[config.mk]
export PLATFORM = sky130hd
export DESIGN_NAME = pipe_stage_reg
export DESIGN_NICKNAME = d
export VERILOG_FILES = /design/src/rtl/pipe_stage_reg.sv
export SDC_FILE = /design/constraint.sdc
export NUM_CORES = 1
export LEC_CHECK = 0
export ABC_AREA = 0
export CORE_UTILIZATION = 40
export CTS_CLUSTER_DIAMETER = 150
export DETAILED_ROUTE_END_ITERATION = 10
export HOLD_SLACK_MARGIN = 0.08
export PLACE_DENSITY = 0.62
export SYNTH_ARGS = -nofsm -noshare
export SYNTH_HDL_FRONTEND = slang
export SYNTH_SLANG_ARGS = --single-unit
[constraint.sdc]
create_clock -name clk -period 3.8 [get_ports clk]
set_clock_uncertainty 0.1 [all_clocks]
set_input_delay 0.38 -clock clk [delete_from_list [all_inputs] [get_ports clk]]
set_output_delay 0.38 -clock clk [all_outputs]
set_load 0.1 [all_outputs]
[src/rtl/pipe_stage_reg.sv]
// ---------------------------------------------------------------------------
// pipe_stage_reg
//
// Parametrised elastic pipeline stage register with a valid/ready handshake
// and a two-entry (main + skid) buffer.
//
// It carries NUM_CH lanes of DATA_W bits between two pipeline stages and
// provides:
//   - a synchronous flush for bubble insertion
//   - a saturating counter of stalled output cycles, for performance debug
//
// Parameters
//   NUM_CH      number of data lanes carried
//   DATA_W      width of each lane in bits
//   BUBBLE_ZERO 1: out_data reads 0 while out_valid=0 (IR=0 is a nop)
//               0: out_data holds its last main value
//   CNT_W       width of the stall counter
//
// Ports
//   clk        clock; all state updates on the rising edge
//   reset      synchronous, active-high reset
//   in_valid   upstream presents valid data
//   in_ready   stage can accept data this cycle (registered)
//   in_data    lane k occupies bits [k*DATA_W +: DATA_W]
//   flush      synchronous kill of held entries and of the current input
//   out_valid  main entry holds valid data
//   out_ready  downstream accepts out_data this cycle
//   out_data   main entry data
//   occupancy  number of valid entries held, 0..2
//   stall_cnt  saturating count of cycles with out_valid=1 and out_ready=0
// ---------------------------------------------------------------------------
module pipe_stage_reg #(
    parameter int NUM_CH      = 4,
    parameter int DATA_W      = 32,
    parameter int BUBBLE_ZERO = 1,
    parameter int CNT_W       = 16
) (
    input  logic                     clk,
    input  logic                     reset,
    input  logic                     in_valid,
    output logic                     in_ready,
    input  logic [NUM_CH*DATA_W-1:0] in_data,
    input  logic                     flush,
    output logic                     out_valid,
    input  logic                     out_ready,
    output logic [NUM_CH*DATA_W-1:0] out_data,
    output logic [1:0]               occupancy,
    output logic [CNT_W-1:0]         stall_cnt
);

    localparam int BUS_W = NUM_CH * DATA_W;

    typedef enum logic [1:0] {
        OCC_EMPTY = 2'd0,
        OCC_ONE   = 2'd1,
        OCC_FULL  = 2'd2
    } occState_t;

    occState_t        r_occ;
    occState_t        w_occNext;
    logic [BUS_W-1:0] r_mainData;
    logic [BUS_W-1:0] w_mainNext;
    logic [BUS_W-1:0] r_skidData;
    logic [BUS_W-1:0] w_skidNext;
    logic             r_inReady;
    logic [CNT_W-1:0] r_stallCnt;
    logic [CNT_W-1:0] w_stallNext;
    logic             w_outValid;
    logic             w_accept;
    logic             w_drain;

    localparam logic [CNT_W-1:0] STALL_MAX = {CNT_W{1'b1}};

    assign w_outValid = (r_occ != OCC_EMPTY);
    assign w_accept   = in_valid & r_inReady;
    assign w_drain    = w_outValid & out_ready;

    // Next occupancy and entry contents. in_ready is 0 whenever the skid is
    // full, so OCC_FULL never sees an accept and only has to handle a drain.
    always_comb begin
        w_occNext  = r_occ;
        w_mainNext = r_mainData;
        w_skidNext = r_skidData;

        if (flush) begin
            w_occNext = OCC_EMPTY;
            if (BUBBLE_ZERO != 0) begin
                w_mainNext = '0;
                w_skidNext = '0;
            end
        end else begin
            case (r_occ)
                OCC_EMPTY: begin
                    if (w_accept) begin
                        w_mainNext = in_data;
                        w_occNext  = OCC_ONE;
                    end
                end
                OCC_ONE: begin
                    if (w_accept && w_drain) begin
                        w_mainNext = in_data;
                    end else if (w_accept) begin
                        w_skidNext = in_data;
                        w_occNext  = OCC_FULL;
                    end else if (w_drain) begin
                        w_occNext = OCC_EMPTY;
                    end
                end
                OCC_FULL: begin
                    if (w_drain) begin
                        w_mainNext = r_skidData;
                        w_occNext  = OCC_ONE;
                    end
                end
                default: begin
                    w_occNext = OCC_EMPTY;
                end
            endcase
        end
    end

    // The stall counter watches the output side only, so it keeps counting
    // through a flush cycle and is cleared by reset alone.
    always_comb begin
        w_stallNext = r_stallCnt;
        if (w_outValid && !out_ready && (r_stallCnt != STALL_MAX)) begin
            w_stallNext = r_stallCnt + CNT_W'(1);
        end
    end

    always_ff @(posedge clk) begin
        if (reset) begin
            r_occ      <= OCC_EMPTY;
            r_mainData <= '0;
            r_skidData <= '0;
            r_inReady  <= 1'b1;
            r_stallCnt <= '0;
        end else begin
            r_occ      <= w_occNext;
            r_mainData <= w_mainNext;
            r_skidData <= w_skidNext;
            r_inReady  <= (w_occNext != OCC_FULL);
            r_stallCnt <= w_stallNext;
        end
    end

    // A bubble is masked at the output rather than by clearing the main
    // register on every drain, so the register only changes on a real load.
    always_comb begin
        out_data = r_mainData;
        if ((BUBBLE_ZERO != 0) && !w_outValid) begin
            out_data = '0;
        end
    end

    assign in_ready  = r_inReady;
    assign out_valid = w_outValid;
    assign occupancy = r_occ;
    assign stall_cnt = r_stallCnt;

endmodule
== After elaboration in Yosys (flattened, before gate mapping) ==
Cells that the tools add are included.

* Register bits after elaboration: 275
* Latch bits: 0
* RAM bits: 0
* Memory bits (read-only): 0
* Input bits: 133
* Output and inout bits: 148
* Logic and storage cells: 38
* Memories kept: 0

* Add/subtract/negate cells: 1
* $mul: 0
* Divide/modulo/power cells: 0
* Magnitude comparators: 0
* Eq/ne operators: 7
* Shifts and indexed selects: 0
* Multiplexer cells: 12
* Bitwise logic cells: 3
* Reductions and logical operators: 10

{| class="wikitable"
|+ Operator list
! operator !! number
|-
| $mux W128 || 4
|-
| $pmux W128 S3 || 1
|-
| $add A16 B1 Y16 const B || 1
|-
| $ne A16 B16 Y1 const B || 1
|-
| $mux W2 || 6
|-
| $ne A2 B2 Y1 const B || 4
|-
| $pmux W2 S3 || 1
|-
| $reduce_and A4 Y1 || 1
|-
| $logic_and A1 B1 Y1 || 3
|-
| $reduce_and A3 Y1 || 1
|-
| $reduce_bool A3 Y1 || 1
|-
| $and A1 B1 Y1 || 2
|-
| $eq A2 B1 Y1 const B || 1
|-
| $eq A2 B2 Y1 const B || 1
|-
| $logic_not A2 Y1 || 1
|-
| $reduce_bool A2 Y1 || 1
|-
| $reduce_or A2 Y1 || 1
|-
| $logic_not A1 Y1 || 1
|-
| $not A1 Y1 || 1
|}

== Logic depth before layout (Yosys ltp) ==
Gate-level depths: netlist of the first run.

* Word-level depth: 8
* Mapped depth: 7
* Depth with buffers taken out: 5

== Worst setup path before layout of the first run ==
No wires, ideal clock.

* Path kind: register to output
* Start point: register r_occ[0], in the netlist occupancy[0]
* End point: output port out_data[118]
* Data arrival time: 3.219 ns
* Required time: 3.320 ns
* Path slack: 0.101 ns
* Stages on the path, launching flop included: 5
* Cells stage by stage: dfxtp_1 -> buf_2 -> or2_2 -> clkbuf_1 -> and2_1

* Cells in the longest elaborated chain, start to end: 2

{| class="wikitable"
|+ Ends and longest elaborated chain
! element !! RTL line !! source
|-
| start: declaration || 59 || <nowiki>occState_t r_occ;</nowiki>
|-
| start signal: assignment || 139 || <nowiki>r_occ <= w_occNext;</nowiki>
|-
| $reduce_bool A2 Y1 || 74 || <nowiki>assign w_outValid = (r_occ != OCC_EMPTY);</nowiki>
|-
| net out_valid || 44 || <nowiki>output logic out_valid,</nowiki>
|-
| $mux W128 || 151 || <nowiki>if ((BUBBLE_ZERO != 0) && !w_outValid) begin</nowiki>
|-
| end: declaration || 46 || <nowiki>output logic [NUM_CH*DATA_W-1:0] out_data,</nowiki>
|}

The timed path passes the listed nets, and every way through them passes these cells.

== Final worst setup path of the first run ==
* Start point: register r_occ[0], in the netlist occupancy[0]
* End point: output port out_data[0]

* Cells in the longest elaborated chain, start to end: 2

{| class="wikitable"
|+ Ends and longest elaborated chain
! element !! RTL line
|-
| $reduce_bool A2 Y1 || 74
|-
| $mux W128 || 151
|}

Every way passes these cells.

==> results of run 1 <==
## cell type report
cell class | count | area share (%)
sequential | 275 | 35.0
antenna | 5 | 0.0796
multi-input combinational | 991 | 37.6
timing repair buffer | 300 | 17.9
clock inverter | 7 | 0.382
tap | 384 | 3.06
inverter | 3 | 0.0716
clock buffer | 47 | 5.89
## logic make-up (layout without fill, tap and decap cells)
kind of cell    Yosys count  after routing  synth area share [%]
flops                   275            275                  46.2
buf+inv                 136            357                  4.43
fa+ha+maj                 1              1                 0.105
compound gates          294            294                  15.3
simple gates            567            567                  23.0
mux                     129            129                  10.8
other cells               0              5                     0
## final timing paths
kind	start	to	slack [ns]
setup / recovery	occupancy[0]$_SDFF_PP0_	out_data[0]	0.84
hold / removal	in_data[18]	r_skidData[18]$_SDFFE_PP0P_	0.31
setup reg to reg	occupancy[0]$_SDFF_PP0_	r_mainData[53]$_SDFFE_PP0P_	1.55
hold reg to reg	r_skidData[76]$_SDFFE_PP0P_	r_skidData[76]$_SDFFE_PP0P_	0.35
## state kept, by name (all words and copies together), names as in the netlist
register,cells
r_skidData,128
occupancy,2
r_mainData,128
in_ready,1
stall_cnt,16
## critical path, cell delays in order, from the launching register on
cell and delay, ns:
dfxtp_1 0.53, or2_4 0.53, buf_4 0.35, and2_1 0.18, buf_4 0.29
## layer usage
| layer | global-route usage, % | wire length, um |
|---|---|---|
| met1 | 29.5 | 15600 |
| met2 | 34.3 | 15800 |
| met3 | 5.14 | 2140 |
| met4 | 7.10 | 907 |
| met5 | 0 | 39 |
## per-stage QoR
step	worst slack (ns)	instances	hold slack (ns)	utilization [%]	total power [uW]
finish	0.842	2012	0.306	54.2	6720
floorplan	0.101	1402	0.336	-	3570
global placement	1.12	1953	0.340	50.8	3890
CTS	0.793	2007	0.280	54.2	6800
global route	0.663	2012	0.295	54.2	7000
detailed placement	1.11	1953	0.346	50.8	3900
## cell usage after synthesis
master,count,area (sq um)
nand3b_1,4,30.0
nor4_1,2,12.5
and4_2,1,10.0
or2_2,4,25.0
nor3b_1,1,7.51
o21bai_1,1,7.51
nand4_1,5,31.3
or3_2,2,15.0
o21ai_0,10,50.1
dfxtp_1,275,5510
a31oi_1,2,12.5
and2_1,129,807
a21oi_1,143,716
o211ai_1,1,7.51
nor3_1,130,651
inv_1,3,11.3
o21ba_2,2,20.0
nand4_2,1,12.5
buf_1,8,30.0
a211o_1,1,8.76
mux2i_1,129,1290
and3b_1,1,8.76
a211oi_1,129,968
clkbuf_1,111,417
and4_1,1,8.76
ha_1,1,12.5
nand3_1,4,20.0
nor2_1,1,3.75
nor4b_1,2,17.5
nand2b_1,1,6.26
buf_2,14,70.1
o31ai_1,5,37.5
nand2_1,266,998
or4_1,4,30.0
or3_1,8,50.1
## power by group
part	switching (uW)	total, uW	internal (uW)	leakage, uW
Combinational	515	825	310	0.00379
Clock	1160	2880	1730	0.000493
Sequential	39.5	3010	2970	0.00223
==> impl_metrics.toml, run 1 <==
[critical_path]
critPathLaunchType = "register"
crit_required_ns = 3.32
cp_max_fo = 49
rr_worst_depth = 4
critPathCaptureType = "output pin"
crit_type = "register to output pin"
arrival_ns = 2.48

[sta]
worstMarginPinSlew_ns = 1.09
hold_viol_final = 0
period_minus_slack_ns = 2.96
slew_headroom_pct = 26.9
setup_viol = 0
rsz0062_at_grt = "no"
fin_crit_sh_pct = 77.8
setup_tns_ns = 0
fmax_mhz = 338
final_max_slew_viol_count = 0

[layout]
area_growth_syn_to_layout_pct = 32.0
fin_nets = 1736
mostFrequentLayoutCells = "dfxtp_1, nand2_1, clkdlybuf4s50_1, a21oi_1, buf_4"
final_area_sq_mm = 0.0157
fillerInstances = 2755
drive_gt1_share_pct = 12.9
layout_commonest_cell = "dfxtp_1"
final-seq-area_sq_mm = 0.00551
multi_input_area_sq_mm = 0.00591

[power_and_ir_drop]
leakage_uw = 0.00651
p_per_area_mw_per_mm2 = 427
peakVddDrop_uv = 323

[logic_synthesis]
ys_types = 35
syn_area_sq_mm = 0.0119
seq_area_frac_synth_pct = 46.2
syn_inst = 1402
synth-seq-cells = 275
syn_nets = 1536
yosys_warnings = 0
synth_area_per_cell_sq_um = 8.50

[clocking]
numCtsBuffers = 31
tritoncts = "done"
hold_buffers = 0
clkSinkCount = 275
clkLatencyLatePin_ns = 0.54
cts_max_path_buffers = 3
cts-resized-gates = 0
h-tree-depth = 1
cts_setup_buffers = 0
path_clk_slew_ns = 0.06
cts_root_buf = "clkbuf_16"

[worst_hold_path]
worstHoldPathCells = 3
worstHoldPathType = "primary input to register"

[routing]
drc_errors = 0
wirelength_um = 34500
via_per_inst = 5.21
routed-via-count = 10487
first_pass_iters = 6
wire_per_inst_um = 17.2
drtIter0Drc = 557
postRouteAntennaNets = 0

[floorplan]
start_util_pct = 41.1
row_count = 62
die_w_um = 175
die_y_um = 175
core_region_area_sq_mm = 0.0290
pin_count = 281
die-area_sq_mm = 0.0305

[global_routing]
grt_pass1_vias = 9706
grt_usage_pct = 21.9
grt_pass1_wl_um = 54100
grt_overflow = 0
antenna_found_initial = 8
grt_start_max_net_pins = 130

[place]
hpwl_um = 20800
placed_area_sq_mm = 0.0147
gp_congestion = 0.779
io_buffer_count = 280

[outcome]
status = "finished clean"

[run]
max_cap_violations = 0
Note: power is estimated with default switching activity, not from simulation.
==> run 2, diff against run 1 <==
Settings changed: PLACE_DENSITY 0.62 to 0.65.
Clock period 3.8 ns to 2.59 ns, I/O delays scaled along.
==> impl_metrics.toml, run 2 (synthesis gave the netlist of run 1 again) <==
[outcome]
status = "finished clean"

[floorplan]
core_region_area_sq_mm = 0.0290
die-area_sq_mm = 0.0305
row_count = 62
start_util_pct = 41.1
pin_count = 281
die_w_um = 175
die_y_um = 175

[routing]
postRouteAntennaNets = 0
drtIter0Drc = 642
via_per_inst = 5.30
routed-via-count = 10718
wire_per_inst_um = 17.4
first_pass_iters = 5
wirelength_um = 35200
drc_errors = 0

[sta]
worstMarginPinSlew_ns = 0.643
slew_headroom_pct = 56.8
final_max_slew_viol_count = 0
hold_viol_final = 0
rsz0062_at_grt = "no"
setup_tns_ns = 0
fin_crit_sh_pct = 93.7
setup_viol = 0
fmax_mhz = 412
period_minus_slack_ns = 2.43

[critical_path]
arrival_ns = 2.07
critPathCaptureType = "output pin"
crit_path_frequent_cell = "buf_12"
crit_type = "register to output pin"
crit_chain = "or2_4 -> buf_12 -> and2_2 -> buf_12"
cp_max_fo = 51
slowest_stage = "dfxtp_2"
cp_slowest_stage_delay_ns = 0.47
crit_required_ns = 2.23
critPathLaunchType = "register"

[place]
hpwl_um = 22700
io_buffer_count = 280
placed_area_sq_mm = 0.0166
gp_congestion = 0.785

[clocking]
cts_max_path_buffers = 3
cts-resized-gates = 0
cts_root_buf = "clkbuf_16"
clkSinkCount = 275
numCtsBuffers = 31
path_clk_slew_ns = 0.06
hold_buffers = 0
h-tree-depth = 1
clkLatencyLatePin_ns = 0.55
cts_setup_buffers = 0
tritoncts = "done"

[global_routing]
grt_overflow = 0
grt_pass1_vias = 9875
grt_start_max_net_pins = 71
grt_usage_pct = 22.1
antenna_found_initial = 3
grt_pass1_wl_um = 54800

[layout]
layout_commonest_cell = "dfxtp_1"
drive_gt1_share_pct = 22.8
num_antenna_cells = 0
mostFrequentLayoutCells = "dfxtp_1, nand2_1, buf_12, a21oi_1, clkdlybuf4s50_1"
fin_nets = 1752
final_area_sq_mm = 0.0176
area_growth_syn_to_layout_pct = 48.0

[run]
max_cap_violations = 0

[power_and_ir_drop]
peakVddDrop_uv = 437
leakage_uw = 0.00710
p_per_area_mw_per_mm2 = 570

[worst_hold_path]
worstHoldPathType = "primary input to register"
## run 2: changes by cell type in the layout (fill, tap and decap cells not counted)
cell	previous run	this run
buf_12	15	148
and2_1	128	9
and2_2	0	119
buf_4	134	35
clkdlybuf4s50_1	151	132
dfxtp_1	275	267
dfxtp_2	0	8
diode_2	5	0
clkbuf_8	9	11
clkbuf_1	7	6
clkinv_2	6	5
or2_2	1	2
## run 2: layer usage
layer  vias up  part of all wire (%)  GRT usage [%]
li1       5321                     -              -
met1      5092                    43           28.7
met2       246                    49           36.9
met3        55                   5.6           4.64
met4         4                   2.6           6.12
met5         -                 0.065              0
## run 2: final timing paths
kind | slack, ns | cells after the start | endpoint | start
setup reg to reg | 0.46 | 5 | stall_cnt[12]$_SDFFE_PP0P_ | stall_cnt[0]$_SDFFE_PP0P_
setup / recovery | 0.16 | 4 | out_data[88] | occupancy[0]$_SDFF_PP0_
hold / removal | 0.19 | 3 | r_skidData[31]$_SDFFE_PP0P_ | in_data[31]
hold reg to reg | 0.35 | 2 | r_skidData[43]$_SDFFE_PP0P_ | r_skidData[43]$_SDFFE_PP0P_
## run 2: critical path: cells and delay by family, from the launching register on
family / cells / cell delay, ns
AND/OR/NAND/NOR: 2 / 0.57
buffers and inverters: 2 / 0.45
flip-flops: 1 / 0.47
## run 2: stage by stage
| step | hold WS, ns | std cells | util [%] | power (uW) | worst slack [ns] |
|---|---|---|---|---|---|
| global route | 0.182 | 2023 | 60.7 | 10400 | 0.0588 |
| finish | 0.186 | 2023 | 60.7 | 10000 | 0.164 |
| floorplan | 0.277 | 1402 | - | 5250 | 0.00472 |
| detailed placement | 0.346 | 1968 | 57.3 | 5850 | 0.217 |
| CTS | 0.160 | 2022 | 60.7 | 10100 | 0.0463 |
| global placement | 0.340 | 1968 | 57.3 | 5820 | 0.195 |
## run 2: layout make-up
class | instances | area (sq um)
clock buffer | 48 | 950
clock inverter | 6 | 55.1
fill | 2468 | 11400
inverter | 3 | 11.3
multi-input combinational | 992 | 6070
sequential | 275 | 5520
tap | 384 | 480
timing repair buffer | 315 | 4550
## run 2: report_power, final
group	switching (uW)	internal [uW]
sequential	57.5	4360
clock	1710	2590
combinational	780	556
==> run 3, diff against run 2 <==
Settings changed: CTS_CLUSTER_SIZE from default to 25.
==> impl_metrics.toml, run 3 (synthesis gave the netlist of run 1 again) <==
[outcome]
status = "finished clean"

[run]
max_cap_violations = 0

[worst_hold_path]
min_to = "r_skidData[10]$_SDFFE_PP0P_"
worstHoldPathCells = 3
worstHoldPathType = "primary input to register"
hp-start = "in_data[10]"

[layout]
fin_nets = 1735
post-route-util_pct = 58.6
fillerInstances = 2547
area_growth_syn_to_layout_pct = 42.8
mostFrequentLayoutCells = "dfxtp_1, nand2_1, buf_12, a21oi_1, clkdlybuf4s50_1"
multi_input_area_sq_mm = 0.00607
layout_commonest_cell = "dfxtp_1"
final-seq-area_sq_mm = 0.00552
final_area_sq_mm = 0.0170
drive_gt1_share_pct = 21.3

[power_and_ir_drop]
p_sw_uw = 2180
leakage_uw = 0.00679
p_per_area_mw_per_mm2 = 478
p_sw_share_pct = 26.8
power_frac_clock_pct = 29.3
peakVddDrop_uv = 413
p_seq_share_pct = 54.2
p_int_uw = 5950
power_uw = 8130
power_frac_comb_pct = 16.4

[clocking]
clkSinkCount = 275
numCtsBuffers = 14
h-tree-depth = 1
cts_setup_buffers = 0
hold_buffers = 0
clkLatencyLatePin_ns = 0.49
path_clk_slew_ns = 0.10
cts_root_buf = "clkbuf_16"
cts_max_path_buffers = 3
cts-resized-gates = 0
tritoncts = "done"

[routing]
first_pass_iters = 7
via_per_inst = 5.33
wirelength_um = 34400
drtIter0Drc = 630
postRouteAntennaNets = 0
drc_errors = 0
wire_per_inst_um = 17.3
routed-via-count = 10583

[sta]
fmax_mhz = 418
hold_viol_final = 0
period_minus_slack_ns = 2.40
rsz0062_at_grt = "no"
setup_slack_ns = 0.195
final_max_slew_viol_count = 0
slew_headroom_pct = 55.4
setup_tns_ns = 0
setup_viol = 0
worstMarginPinSlew_ns = 0.663
fin_crit_sh_pct = 92.5

[critical_path]
critPathCaptureType = "output pin"
arrival_ns = 2.04
cp_max_fo = 51
cp_slowest_stage_delay_ns = 0.49
critPathLaunchType = "register"
crit_chain = "or2_4 -> buf_12 -> and2_1 -> buf_12"
rrSetupSlack_ns = 0.45
rr_worst_depth = 4
crit_required_ns = 2.23
slowest_stage = "dfxtp_2"
crit_path_frequent_cell = "buf_12"
timing.rr.end = "stall_cnt[15]$_SDFFE_PP0P_"
crit_type = "register to output pin"
crit-reg2reg-launch = "occupancy[0]$_SDFF_PP0_"

[floorplan]
core_region_area_sq_mm = 0.0290
die-area_sq_mm = 0.0305
start_util_pct = 41.1
die_y_um = 175
pin_count = 281
die_w_um = 175
row_count = 62

[place]
placed_area_sq_mm = 0.0166
gp_congestion = 0.785
place_ws_ns = 0.217
hpwl_um = 22700
io_buffer_count = 280

[global_routing]
antenna_found_initial = 6
grt_pass1_vias = 9633
grt_overflow = 0
grt_usage_pct = 21.6
grt_pass1_wl_um = 53700
grt_start_max_net_pins = 71
==> run 3: cell types whose count changed in the layout (fill, tap and decap cells not counted) <==
cell / previous run / this run
clkbuf_1: 6 / 0
clkbuf_16: 31 / 15
clkinv_2: 5 / 0
bufinv_16: 1 / 0
diode_2: 0 / 3
clkbuf_8: 11 / 0
==> run 3: worst max-delay path, delay by kind of cell (launching register included) <==
family	cells	cell delay (ns)
flops	1	0.49
simple gates	2	0.56
buf+inv	2	0.46
==> run 3: how the worst max path moves through the flow <==
| stage | slack (ns) | endpoint | depth (start not counted) | start |
|---|---|---|---|---|
| finish | 0.19 | out_data[3] | 4 | occupancy[0]$_SDFF_PP0_ |
| detailed placement | 0.22 | stall_cnt[15]$_SDFFE_PP0P_ | 5 | out_ready |
| global placement | 0.20 | stall_cnt[15]$_SDFFE_PP0P_ | 5 | out_ready |
| floorplan | 0.005 | stall_cnt[3]$_SDFFE_PP0P_ | 4 | stall_cnt[12]$_SDFFE_PP0P_ |
| CTS | 0.09 | out_data[3] | 4 | occupancy[0]$_SDFF_PP0_ |
| global route | 0.1 | out_data[3] | 4 | occupancy[0]$_SDFF_PP0_ |
==> run 3: layer usage <==
layer | vias to the layer above | share of wire [%] | track usage (%)
met5 | - | 0.070 | 0
met4 | 4 | 2.7 | 6.99
met3 | 55 | 5.8 | 4.37
met2 | 243 | 48 | 35.3
met1 | 5017 | 43 | 28.6
li1 | 5264 | - | -
==> run 3: power by group through the flow <==
stage | Sequential (uW) | Clock [uW] | Combinational, uW
4_1_cts | 4410 | 2480 | 1340
2_1_floorplan | 4500 | 0 | 745
5_1_grt | 4430 | 2630 | 1420
3_3_place_gp | 4500 | 0 | 1320
6_report | 4410 | 2380 | 1340
3_5_place_dp | 4510 | 0 | 1340
==> run 3: layout make-up <==
cell class	instances	share of cell area (%)
diodes	3	0.0442
clock buffers	15	2.21
inverters	3	0.0662
flip-flops and latches	275	32.4
well taps	384	2.83
multi-input cells	992	35.7
repair buffers	315	26.7
==> run 3: stage by stage <==
| stage | instances | hold slack [ns] |
|---|---|---|
| finish | 1987 | 0.233 |
| global placement | 1968 | 0.340 |
| global route | 1987 | 0.224 |
| detailed placement | 1968 | 0.346 |
| CTS | 1983 | 0.213 |
| floorplan | 1402 | 0.277 |
==> edit 1: new RTL, flow settings as in run 2 <==
Set the parameter `NUM_CH` to 8 (it was 4).
--- a/src/rtl/pipe_stage_reg.sv
+++ b/src/rtl/pipe_stage_reg.sv
@@ -31,5 +31,5 @@
 // ---------------------------------------------------------------------------
 module pipe_stage_reg #(
-    parameter int NUM_CH      = 4,
+    parameter int NUM_CH      = 8,
     parameter int DATA_W      = 32,
     parameter int BUBBLE_ZERO = 1,
Ports: changed (resized in_data and out_data); port bits go from 281 to 537. No check against the original RTL was run, so the function may have changed too.
==> edit 1 against run 2 <==
- wire length increased by 120%
- total power rose by 98%
- critical endpoint is now out_data[192]
- clock power up 96%
- synthesized area increased by 100%
- critical path type unchanged
- setup slack got worse by 0.054 ns
- synthesized cell count rose by 91%
- design area grew 100%
- sequential cell count is 256 higher
==> edit 1: results (changes against run 2) <==
[metrics] Worst EP arrival: 2.12 ns (+0.05 ns)
[metrics] number of nets in the layout: 3,358 (+92%)
[metrics] share of layout cells above drive strength 1: 0.302 (+0.0741)
[metrics] GPL Wtd Cong: 0.842 (+7.3%)
[metrics] Hold Path End: r_skidData[44]
[metrics] number of H-tree branching levels: 2 (+1)
[metrics] cell chosen for the clock root: sky130_fd_sc_hd__clkbuf_16
[metrics] Yosys cell types: 45 (+29%)
[metrics] mean routed wirelength per cell: 20.1 um (+16%)
[metrics] global-route wire length before repair: 121,000 um (+120%)
[metrics] status: finished, final reports clean
[metrics] path class of the lowest-slack min-delay path: in2reg
[metrics] detailed placer's ending HPWL: 53,700 um (+140%)
[metrics] count of buffers inserted at the top-level ports: 536 (+91%)
[metrics] static leakage power: 14.0 nW (+97%)
[metrics] worst-case reg-to-reg path depth: 5 (unchanged)
[metrics] worst slack on hold paths: 0.129 ns (-0.0568 ns)
[metrics] largest vdd supply drop: 0.000584 V (+34%)
[metrics] hold path startpoint: in_data[44]
[metrics] number of antenna violations at the first check in global routing: 15 (+12)
[metrics] aggregate global-route resource usage: 0.246 (+0.0254)
[metrics] reg2reg setup slack: 0.47 ns
[metrics] worst rel slew slack: 0.549 (-0.0183)
[metrics] worst hold path stage count: 3 (unchanged)
[metrics] part of the Yosys area used for sequential elements: 0.438 (-0.0245)
[metrics] vias in the first global route: 21,300 (+120%)
[metrics] via/cell ratio: 5.45 (+2.9%)
[metrics] critical path peak fanout: 74 (+45%)
[metrics] clock group share of total power: 0.422 (-0.006)
[metrics] Num CTS Buffers: 56 (+81%)
[metrics] top post-synthesis cells by count: 531 x sky130_fd_sc_hd__dfxtp_1, 520 x sky130_fd_sc_hd__nand2_1, 266 x sky130_fd_sc_hd__a21oi_1
[metrics] top post-synthesis cells by area: sky130_fd_sc_hd__dfxtp_1 44%, sky130_fd_sc_hd__a211oi_2 12%, sky130_fd_sc_hd__mux2i_1 11%
[metrics] Detailed Route Iter0 Violations: 1,377 (+110%)
[metrics] number of nets produced by synthesis: 2,945 (+92%)
[metrics] clock insertion delay at the later pin of the skew report: 0.60 ns (+0.05 ns)
[metrics] reg-to-reg startpoint: stall_cnt[1]
[metrics] pin count of the biggest net entering global routing: 117 (+65%)
[metrics] Fillers: 4,885 (+98%)
[metrics] switching component of the power: 0.00525 W (+110%)
==> edit 1: area by class of cell <==
| cell class | instances | share of cell area |
|---|---|---|
| timing repair buffer | 615 | 0.255 |
| clock inverter | 21 | 0.00832 |
| sequential | 531 | 0.301 |
| tap | 773 | 0.0274 |
| multi-input combinational | 1889 | 0.360 |
| inverter | 3 | 0.000319 |
| clock buffer | 80 | 0.0462 |
| antenna | 12 | 0.000850 |
==> edit 1: layer usage <==
layer,GRT usage,part of all wire,wire length [um]
met3,0.0433,0.054,4230
met2,0.412,0.49,38700
met1,0.308,0.42,32900
met4,0.111,0.039,3050
met5,0,0.00033,26
==> edit 1: what timing repair did <==
item                                    CTS  global route
pin swaps                                 1             1
cloned                                    1             0
gates resized for setup                   2             1
endpoints found under the setup margin  172             5
setup buffers                             1             0
hold buffers                              0             0
==> edit 1: worst max-delay path, cell delays in order (launching register included) <==
cell	delay, ns
sky130_fd_sc_hd__dfxtp_2	0.43
sky130_fd_sc_hd__or2_4	0.29
sky130_fd_sc_hd__buf_16	0.31
sky130_fd_sc_hd__and2_2	0.27
sky130_fd_sc_hd__buf_12	0.19
==> edit 1: kinds of logic after synthesis <==
logic type	count (synthesis)	synth area share
AO/OA/AOI/OAI	539	0.188
adder cells (fa/ha/maj)	1	0.000515
buffers and inverters	264	0.0520
flip-flops	531	0.438
multiplexers	261	0.108
AND/OR/NAND/NOR	1087	0.213
==> edit 1: power groups by stage <==
| stage | logic (W) | registers (W) | clock network, W |
|---|---|---|---|
| floorplan | 0.00180 | 0.00869 | 0 |
| global placement | 0.00291 | 0.00871 | 0 |
| detailed placement | 0.00297 | 0.00872 | 0 |
| CTS | 0.00299 | 0.00854 | 0.00859 |
| global route | 0.00315 | 0.00857 | 0.00891 |
| finish | 0.00298 | 0.00855 | 0.00840 |
==> edit 1: stage by stage <==
stage | setup WS [ns] | util | power (W) | instances | area, sq um
floorplan | -0.00888 | - | 0.0105 | 2683 | 24600
global placement | 0.287 | 0.561 | 0.0116 | 3809 | 33300
detailed placement | 0.224 | 0.561 | 0.0117 | 3809 | 33300
CTS | 0.0284 | 0.593 | 0.0201 | 3912 | 35300
global route | 0.00492 | 0.594 | 0.0206 | 3924 | 35300
finish | 0.110 | 0.594 | 0.0199 | 3924 | 35300
==> edit 1: worst max path at each step <==
stage                            start         endpoint  slack, ns  cells past startpoint
after floorplan           occupancy[0]    out_data[246]     -0.009                      5
after global placement        in_valid  r_mainData[116]       0.29                      7
after detailed placement      in_valid  r_mainData[135]       0.22                      7
after CTS                 occupancy[1]    out_data[208]       0.03                      4
after global routing      occupancy[1]    out_data[206]      0.005                      4
final                     occupancy[1]    out_data[192]       0.11                      4
==> edit 2: new RTL, flow settings as in run 2 <==
Made on the original files. Register the output `stall_cnt` once more, without a reset; this adds one clock of latency there. The other outputs are not delayed to match. Comments in the files are not updated.
--- a/src/rtl/pipe_stage_reg.sv
+++ b/src/rtl/pipe_stage_reg.sv
@@ -157,5 +157,7 @@
     assign out_valid = w_outValid;
     assign occupancy = r_occ;
-    assign stall_cnt = r_stallCnt;
+    always_ff @(posedge clk) begin
+        stall_cnt <= r_stallCnt;
+    end
 
 endmodule
Check against the original RTL: not equivalent (a bounded check fails within 4 cycles, from zero or initial values and one cycle with reset high).
==> edit 2 against run 2 <==
- global-route usage down 0.87 points
- setup slack lost 0.028 ns
- die area rose by 9.2%
- sequential share of layout area rose by 0.37 points
- sequential cell count up 16
- count of clock-buffer cells in the layout did not move
- wire length up 2.6%
- critical path depth is the same
- design area increased by 4.4%
- total power up 2.6%
- utilization decreased by 2.9 points
- synthesized area increased by 9.3%
- hold slack got worse by 0.013 ns
==> edit 2: results (changes against run 2) <==
[metrics] Non-Filler Instances: 2,082 (+2.9%)
[metrics] Hold Path End: r_skidData[98]
[metrics] placed standard-cell area: 0.0175 sq mm (+5.1%)
[metrics] Post-Place Setup Slack: 0.317 ns (+0.100 ns)
[metrics] largest vdd supply drop: 0.000484 V (+11%)
[metrics] reg2reg setup slack: 0.49 ns (+0.03 ns)
[metrics] reg-to-reg startpoint: r_stallCnt[1]
[metrics] Post-Place Cells: 2,027 (+3.0%)
[metrics] GPL Wtd Cong: 0.817 (+4.1%)
[metrics] worst rel slew slack: 0.508 (-0.0595)
[metrics] vias in the first global route: 10,500 (+6.8%)
[metrics] aggregate global-route resource usage: 0.212 (-0.00870)
[metrics] Yosys cell types: 45 (+29%)
[metrics] part of the Yosys area used for sequential elements: 0.448 (-0.0146)
[metrics] Critical Path Max Stage Delay: 0.43 ns (-0.04 ns)
[metrics] global-route wire length before repair: 57,200 um (+4.4%)
[metrics] mean routed wirelength per cell: 17.3 um (-0.27%)
[metrics] total design power: 0.0103 W (+2.6%)
[metrics] static leakage power: 7.23 nW (+1.9%)
[metrics] combinational fraction of design power: 0.144 (+0.011)
[metrics] Post-CTS Resized: 0 (unchanged)
[metrics] switching component of the power: 0.00270 W (+6.2%)
[metrics] via/cell ratio: 5.22 (-1.5%)
[metrics] number of antenna violations at the first check in global routing: 2 (-1)
[metrics] Flop pwr share: 0.453 (+0.014)
[metrics] worst slack on hold paths: 0.173 ns (-0.0131 ns)
[metrics] number of H-tree branching levels: 1 (unchanged)
[metrics] path class of the lowest-slack min-delay path: in2reg
[metrics] top post-synthesis cells by count: 291 x sky130_fd_sc_hd__dfxtp_1, 264 x sky130_fd_sc_hd__nand2_1, 139 x sky130_fd_sc_hd__a21oi_1
[metrics] critical path peak fanout: 45 (-12%)
[metrics] complex-gate fraction of the synthesized area: 0.184 (+0.0306)
[metrics] pin count of the biggest net entering global routing: 82 (+15%)
[metrics] share of layout cells above drive strength 1: 0.226 (-0.00158)
[metrics] xor/xnor cell area share of the yosys netlist: 0.00135 (+0.00135)
[metrics] share of cell area taken by muxes after synthesis: 0.101 (-0.00747)
[metrics] status: finished, final reports clean
[metrics] top post-synthesis cells by area: sky130_fd_sc_hd__dfxtp_1 45%, sky130_fd_sc_hd__a211oi_2 12%, sky130_fd_sc_hd__mux2i_1 9.9%
[metrics] hold path startpoint: in_data[98]
[metrics] number of nets produced by synthesis: 1,544 (+0.52%)
[metrics] Cells after Synth: 1,410 (+0.57%)
[metrics] Detailed Route Iter0 Violations: 759 (+18%)
[metrics] number of nets in the layout: 1,759 (+0.40%)
==> edit 2: changes by cell type after synthesis, sizes merged, moves of 3 or more <==
| cell | before | now |
|---|---|---|
| and3 | 0 | 3 |
| clkbuf | 111 | 56 |
| nor2 | 1 | 6 |
| a21oi | 143 | 140 |
| buf | 22 | 75 |
| dfxtp | 275 | 291 |
| o21ai | 10 | 5 |
| or3 | 10 | 5 |
==> edit 2: how the worst max path moves through the flow <==
stage,from,endpoint,slack (ns),cells after the start
2_1_floorplan,occupancy[0],out_data[100],0.06,4
3_3_place_gp,out_ready,r_mainData[52],0.44,6
3_5_place_dp,in_valid,r_skidData[48],0.32,6
4_1_cts,occupancy[0],out_data[67],0.11,4
5_1_grt,occupancy[0],out_data[32],0.04,4
6_report,occupancy[0],out_data[32],0.14,4
==> edit 2: cell type report <==
cell class | instances | area (sq um)
Sequential cell | 291 | 5830
Timing Repair Buffer | 313 | 4530
Antenna cell | 1 | 2.50
Fill cell | 2696 | 13400
Multi-Input combinational cell | 985 | 6540
Clock buffer | 48 | 910
Inverter | 3 | 11.3
Tap cell | 435 | 544
Clock inverter | 6 | 40.0
==> edit 2: worst register-to-register path: stages, from the launching register on <==
cell	delay, ns
sky130_fd_sc_hd__dfxtp_1	0.38
sky130_fd_sc_hd__ha_1	0.24
sky130_fd_sc_hd__nand4_1	0.20
sky130_fd_sc_hd__o41ai_4	0.76
sky130_fd_sc_hd__mux2i_1	0.26
sky130_fd_sc_hd__nor2_1	0.05
==> edit 2: routing by layer <==
layer | GRT usage | part of all wire
met1 | 0.283 | 0.45
met2 | 0.350 | 0.46
met3 | 0.0415 | 0.063
met4 | 0.0538 | 0.020
met5 | 0 | 0
